**config.mk**
```make
export PLATFORM = sky130hd
export DESIGN_NAME = key_conditioner
export DESIGN_NICKNAME = d
export VERILOG_FILES = /design/src/rtl/key_pkg.sv /design/src/rtl/sync_2ff.sv /design/src/rtl/key_conditioner.sv
export SDC_FILE = /design/constraint.sdc
export NUM_CORES = 1
export LEC_CHECK = 0
export BUFFER_PORTS_ARGS = -buffer_cell sky130_fd_sc_hd__buf_2
export CORE_ASPECT_RATIO = 2
export CORE_MARGIN = 2
export CORE_UTILIZATION = 40
export CTS_CLUSTER_SIZE = 12
export DETAILED_ROUTE_END_ITERATION = 6
export SETUP_SLACK_MARGIN = 0.5
export SYNTH_ARGS = -nofsm -noshare
export SYNTH_HDL_FRONTEND = slang
export SYNTH_SLANG_ARGS = --single-unit
export TNS_END_PERCENT = 20
```
**constraint.sdc**
```tcl
create_clock -name clk -period 3.2 [get_ports clk]
set_clock_uncertainty 0.1 [all_clocks]
set_input_delay 0.64 -clock clk [delete_from_list [all_inputs] [get_ports clk]]
set_output_delay 0.64 -clock clk [all_outputs]
set_load 0.01 [all_outputs]
```
**src/rtl/key_pkg.sv**
```systemverilog
// key_pkg: shared definitions for the push-button conditioner.
//   - 3-bit state encodings for the conditioner FSM
//   - default timing constants for a 50 MHz clock
//   - max3 helper used to size the shared down-counter
package key_pkg;

    localparam logic [2:0] IDLE        = 3'd0;
    localparam logic [2:0] DEB_PRESS   = 3'd1;
    localparam logic [2:0] HELD_DELAY  = 3'd2;
    localparam logic [2:0] HELD_REPEAT = 3'd3;
    localparam logic [2:0] DEB_REL     = 3'd4;

    // 1 ms debounce, 0.5 s to first repeat, 10 repeats per second at 50 MHz
    localparam int DEF_DEBOUNCE_CYCLES = 50000;
    localparam int DEF_REPEAT_DELAY    = 25000000;
    localparam int DEF_REPEAT_RATE     = 5000000;

    function automatic int max3(input int a, input int b, input int c);
        int m;
        m = (a > b) ? a : b;
        return (m > c) ? m : c;
    endfunction

endpackage

```
**src/rtl/sync_2ff.sv**
```systemverilog
// sync_2ff: two-flop synchroniser for one asynchronous input.
// Ports:
//   clk  in  sampling clock
//   rst  in  synchronous active-high reset; both flops load RST_VAL
//   d    in  asynchronous input
//   q    out synchronised copy of d (two clocks of latency)
module sync_2ff #(
    parameter logic RST_VAL = 1'b1
) (
    input  logic clk,
    input  logic rst,
    input  logic d,
    output logic q
);

    logic meta_q;
    logic sync_q;

    always_ff @(posedge clk) begin
        if (rst) begin
            meta_q <= RST_VAL;
            sync_q <= RST_VAL;
        end else begin
            meta_q <= d;
            sync_q <= meta_q;
        end
    end

    assign q = sync_q;

endmodule

```
**src/rtl/key_conditioner.sv**
```systemverilog
// key_conditioner: synchronises, debounces and optionally auto-repeats one
// active-low push-button, producing clean single-cycle events.
// Ports:
//   clk            in  system clock
//   rst            in  synchronous active-high reset
//   key_n          in  raw asynchronous button, 0 = pressed
//   pressed        out debounced level, 1 while a press is accepted
//   press_pulse    out one-cycle strobe on accepted press and each repeat
//   release_pulse  out one-cycle strobe on accepted release
module key_conditioner
    import key_pkg::*;
#(
    parameter int DEBOUNCE_CYCLES = DEF_DEBOUNCE_CYCLES,
    parameter int REPEAT_EN       = 1,
    parameter int REPEAT_DELAY    = DEF_REPEAT_DELAY,
    parameter int REPEAT_RATE     = DEF_REPEAT_RATE
) (
    input  logic clk,
    input  logic rst,
    input  logic key_n,
    output logic pressed,
    output logic press_pulse,
    output logic release_pulse
);

    localparam int CNT_MAX = max3(DEBOUNCE_CYCLES, REPEAT_DELAY, REPEAT_RATE);
    localparam int CNT_W   = $clog2(CNT_MAX + 1);

    localparam logic [CNT_W-1:0] DEB_LOAD   = CNT_W'(DEBOUNCE_CYCLES - 1);
    localparam logic [CNT_W-1:0] DELAY_LOAD = CNT_W'(REPEAT_DELAY - 1);
    localparam logic [CNT_W-1:0] RATE_LOAD  = CNT_W'(REPEAT_RATE - 1);
    localparam logic             RPT_ON     = (REPEAT_EN != 0);

    logic             key_s;
    logic [2:0]       state_q, state_d;
    logic [CNT_W-1:0] cnt_q, cnt_d;
    logic             pressed_q, pressed_d;
    logic             press_q, press_d;
    logic             rel_q, rel_d;
    logic             cnt_zero;

    sync_2ff #(.RST_VAL(1'b1)) u_sync (
        .clk (clk),
        .rst (rst),
        .d   (key_n),
        .q   (key_s)
    );

    assign cnt_zero = (cnt_q == '0);

    // State, counter and output registers
    always_ff @(posedge clk) begin
        if (rst) begin
            state_q   <= IDLE;
            cnt_q     <= '0;
            pressed_q <= 1'b0;
            press_q   <= 1'b0;
            rel_q     <= 1'b0;
        end else begin
            state_q   <= state_d;
            cnt_q     <= cnt_d;
            pressed_q <= pressed_d;
            press_q   <= press_d;
            rel_q     <= rel_d;
        end
    end

    // Next state and counter; every transition reloads the shared counter
    always_comb begin
        state_d = state_q;
        cnt_d   = cnt_q;
        case (state_q)
            IDLE: begin
                cnt_d = '0;
                if (!key_s) begin
                    state_d = DEB_PRESS;
                    cnt_d   = DEB_LOAD;
                end
            end
            DEB_PRESS: begin
                if (key_s) begin
                    state_d = IDLE;
                    cnt_d   = '0;
                end else if (cnt_zero) begin
                    state_d = HELD_DELAY;
                    cnt_d   = DELAY_LOAD;
                end else begin
                    cnt_d = cnt_q - 1'b1;
                end
            end
            HELD_DELAY, HELD_REPEAT: begin
                if (key_s) begin
                    state_d = DEB_REL;
                    cnt_d   = DEB_LOAD;
                end else if (cnt_zero) begin
                    // Without repeat the counter parks at zero
                    if (RPT_ON) begin
                        state_d = HELD_REPEAT;
                        cnt_d   = RATE_LOAD;
                    end
                end else begin
                    cnt_d = cnt_q - 1'b1;
                end
            end
            DEB_REL: begin
                if (!key_s) begin
                    // Release bounce restarts the repeat timer silently
                    state_d = HELD_DELAY;
                    cnt_d   = DELAY_LOAD;
                end else if (cnt_zero) begin
                    state_d = IDLE;
                    cnt_d   = '0;
                end else begin
                    cnt_d = cnt_q - 1'b1;
                end
            end
            default: begin
                state_d = IDLE;
                cnt_d   = '0;
            end
        endcase
    end

    // Output next-values, registered above so pulses align with the new state
    always_comb begin
        press_d   = 1'b0;
        rel_d     = 1'b0;
        pressed_d = 1'b0;
        if (!key_s && cnt_zero) begin
            if (state_q == DEB_PRESS) begin
                press_d = 1'b1;
            end else if (RPT_ON && (state_q == HELD_DELAY || state_q == HELD_REPEAT)) begin
                press_d = 1'b1;
            end
        end
        if (key_s && cnt_zero && state_q == DEB_REL) begin
            rel_d = 1'b1;
        end
        if (state_d == HELD_DELAY || state_d == HELD_REPEAT || state_d == DEB_REL) begin
            pressed_d = 1'b1;
        end
    end

    assign pressed       = pressed_q;
    assign press_pulse   = press_q;
    assign release_pulse = rel_q;

endmodule

```
==> Flow_metrics.wiki <==
{| class="wikitable"
! Metric !! Value
|-
| Post-synth design cell area || 0.00176 mm2
|-
| Total number of clock tree sinks || 33
|-
| Maximum level of the CTS H-tree || 2
|-
| Total cell area at the placement stage || 0.00182 mm2
|-
| Hold path cells || 1
|-
| Worst-Skew Late Latency || 0.28 ns
|-
| Seq/Total Area, Yosys || 37.5%
|-
| Transition time at the pin with the least slew margin || 0.718 ns
|-
| Remaining global-route overflow || 0
|-
| Worst VDD drop || 0.333 mV
|-
| Proportion of total power due to net switching || 29.1%
|-
| Fraction of final layout cells with drive strength greater than 1 || 13.6%
|-
| Full die area || 0.00499 mm2
|-
| Run status || complete, no violations
|-
| Initial core utilization || 41.0%
|-
| Final setup fails || 0
|-
| Yosys warning count || 0
|-
| Maximum clock frequency || 0.389 GHz
|-
| Comb pwr share || 22.1%
|-
| GRT Total Usage || 20.3%
|-
| Path category of the worst min-delay check || reg2reg
|-
| First drt pass iteration count || 4
|-
| Residual antenna-violating net count after detailed routing || 0
|-
| Number of clock buffers inserted by TritonCTS || 5
|-
| Min-delay src || u_sync.meta_q$_SDFF_PP1_
|-
| Synthesized net count || 221
|-
| Clock transition at the registers of the reported paths || 0.06 ns
|-
| Count of pins on the block boundary || 6
|-
| Clock power share || 33.0%
|-
| Detailed Place HPWL || 3430 um
|-
| TritonCTS clock tree || built
|-
| Area of the core || 0.00430 mm2
|-
| Detailed Route WL || 4510 um
|-
| CP Capture Type || flip-flop
|-
| Reg-to-Reg Start || cnt_q[18]$_SDFF_PP0_
|-
| Via count normalized by instance count || 5.64
|-
| Data arrival time at the worst-slack endpoint || 2.63 ns
|-
| Cell row count || 34
|-
| Maximum fanout encountered on the critical timing path || 6
|-
| Vias || 1545
|-
| Area added between synthesis and finish || 8.66%
|-
| Post CTS Setup Buffer Count || 0
|-
| Number of antenna violations at the first check in global routing || 0
|-
| CTS hold repair buffers || 0
|-
| Flops & latches, synth || 33
|-
| Post-synthesis cell count || 216
|-
| DRC viols || 0
|-
| Proportion of register bits with asynchronous set or reset after synthesis || 0%
|-
| Worst setup path startpoint || cnt_q[18]$_SDFF_PP0_
|-
| Vert. Die Dim || 97.9 um
|-
| Number of pins exceeding their max-slew limit in the final report || 0
|-
| Sum of negative setup slack || 0 ns
|-
| Synthesized area divided by synthesized cell count || 8.16 um2
|-
| Buffer levels on the longest clock path || 2
|-
| Maximum number of pins on one net before global-route repair || 24
|-
| Leak pwr || 0.747 nW
|-
| Max Cap Violations || 0
|-
| Reg power frac || 44.9%
|-
| Overall power after layout || 0.000958 W
|-
| Count of flip-flops with a built-in enable after synthesis || 0
|-
| Predominant post-synthesis flop cell || dfxtp_1
|-
| Count of port buffers added during placement || 5
|-
| Share of the clock period used by the worst path || 80.3%
|-
| Required time of the critical path || 3.25 ns
|-
| Placer's final routability congestion estimate || 0.845
|-
| Net Switching || 0.000278 W
|-
| Final #Nets || 225
|-
| Number of diodes added for antenna fixing || 0
|-
| Number of DRC violations after detailed-routing iteration 0 || 40
|-
| Startpoint kind of the worst setup timing path || flip-flop
|-
| Critical path class || reg2reg
|-
| Clock Tree Root || clkbuf_8
|-
| Worst-case headroom to the max-slew limit || 52.1%
|-
| Final hold violations || 0
|-
| Detail-routed net length per standard cell || 16.4 um
|-
| Final critical-path required period || 2.57 ns
|-
| Finished Cell Area || 0.00192 mm2
|-
| Worst r2r path cells || 6
|-
| Die boundary width || 50.9 um
|-
| Cell internal power dissipation || 0.000679 W
|-
| Via count of the first global-routing pass || 1553
|-
| Netlist cell types || 42
|-
| Setup repair after global routing missed its margin || false
|-
| Total power divided by cell area || 500 mW/mm2
|-
| Global-route wire length before repair || 7530 um
|}
[critical path, stage by stage (launching register included)]
cell and delay (ns):
dfxtp_1 0.36, or4_4 0.55, or3_4 0.39, nor4_4 0.40, a21oi_2 0.15, nor3_4 0.38, o31ai_1 0.12
[cell usage after synthesis, types with 3 or more instances]
cell type / n / area share (%)
a21oi_1: 20 / 5.7
nand4_1: 3 / 1.1
nor2_1: 35 / 7.5
buf_2: 5 / 1.4
o31ai_1: 5 / 2.1
or2_2: 3 / 1.1
clkbuf_1: 4 / 0.85
nand2_1: 13 / 2.8
xor2_1: 6 / 3.0
dfxtp_1: 33 / 37
xnor2_1: 15 / 7.5
inv_1: 6 / 1.3
nor3_1: 17 / 4.8
or3_1: 4 / 1.4
nand3_1: 5 / 1.4
nor4_1: 5 / 1.8
[logic make-up (layout without fill, tap and decap cells)]
family                     count (synthesis)  after routing  synth area share (%)
AOI/OAI and AO/OA                         41             41                  14.5
xor gates and xnor gates                  21             21                  10.4
adders and majority gates                  2              2                  1.42
buffers and inverters                     15             19                  3.55
DFF                                       33             33                  37.5
and+or+nand+nor                          104            104                  32.6
[cell usage in the layout (no fill, tap or decap), types with 2 or more instances in the layout]
| cell type | Yosys | routed |
|---|---|---|
| a21oi_1 | 20 | 20 |
| a31oi_1 | 2 | 2 |
| and3_1 | 2 | 2 |
| buf_2 | 5 | 5 |
| clkbuf_8 | 0 | 6 |
| dfxtp_1 | 33 | 33 |
| ha_1 | 2 | 2 |
| inv_1 | 6 | 6 |
| nand2_1 | 13 | 13 |
| nand2b_1 | 2 | 2 |
| nand3_1 | 5 | 5 |
| nand4_1 | 3 | 3 |
| nor2_1 | 35 | 35 |
| nor3_1 | 17 | 17 |
| nor3_2 | 2 | 2 |
| nor3b_1 | 2 | 2 |
| nor4_1 | 5 | 4 |
| nor4_2 | 2 | 3 |
| o21ai_0 | 2 | 2 |
| o21ai_1 | 2 | 2 |
| o21bai_1 | 2 | 2 |
| o31ai_1 | 5 | 5 |
| or2_2 | 3 | 3 |
| or3_1 | 4 | 4 |
| or4_4 | 2 | 2 |
| xnor2_1 | 15 | 15 |
| xor2_1 | 6 | 6 |
[power groups by stage]
| stage | Clock [W] | Combinational (W) | Sequential [W] |
|---|---|---|---|
| floorplan | 0 | 0.000174 | 0.000434 |
| global placement | 0 | 0.000209 | 0.000438 |
| detailed placement | 0 | 0.000208 | 0.000439 |
| CTS | 0.000323 | 0.000210 | 0.000429 |
| global route | 0.000343 | 0.000234 | 0.000431 |
| finish | 0.000316 | 0.000212 | 0.000430 |
[metal layers]
layer	vias up	part of all wire, %	track usage (%)
met3	11	2.6	2.91
met4	0	3.7	12.7
met5	-	0	0
met1	733	37	20.5
met2	38	56	36.8
li1	763	-	-
[area by class of cell]
type | count | area [um2]
clock buffer | 7 | 86.3
fill | 444 | 2380
inverter | 6 | 22.5
multi-input combinational | 168 | 1050
sequential | 33 | 661
tap | 54 | 67.6
timing repair buffer | 6 | 32.5
[worst paths after layout]
| path | to | slack, ns |
|---|---|---|
| min | u_sync.q$_SDFF_PP1_ | 0.31 |
| max | cnt_q[21]$_SDFF_PP0_ | 0.63 |
| min reg2reg | u_sync.q$_SDFF_PP1_ | 0.31 |
| max reg2reg | cnt_q[21]$_SDFF_PP0_ | 0.63 |
[repair_timing]
action,CTS,global route
setup endpoints to repair,0,17
hold endpoints to repair,0,0
gates resized for setup,0,1
[through the flow]
| step | utilization [%] | instances | hold WS [ns] | worst slack, ns |
|---|---|---|---|---|
| 3_3_place_gp | 42.4 | 267 | 0.299 | 0.637 |
| 6_report | 44.6 | 274 | 0.314 | 0.629 |
| 4_1_cts | 44.4 | 274 | 0.317 | 0.642 |
| 3_5_place_dp | 42.4 | 267 | 0.298 | 0.650 |
| 5_1_grt | 44.6 | 274 | 0.333 | 0.534 |
| 2_1_floorplan | - | 216 | 0.289 | 0.802 |
[flip-flops by register name, summed over array words and instances, names as in the netlist]
register,flops
state_q,3
cnt_q,25
u_sync.q,1
release_pulse,1
press_pulse,1
u_sync.meta_q,1
pressed,1
(Power assumes the default switching activity.)
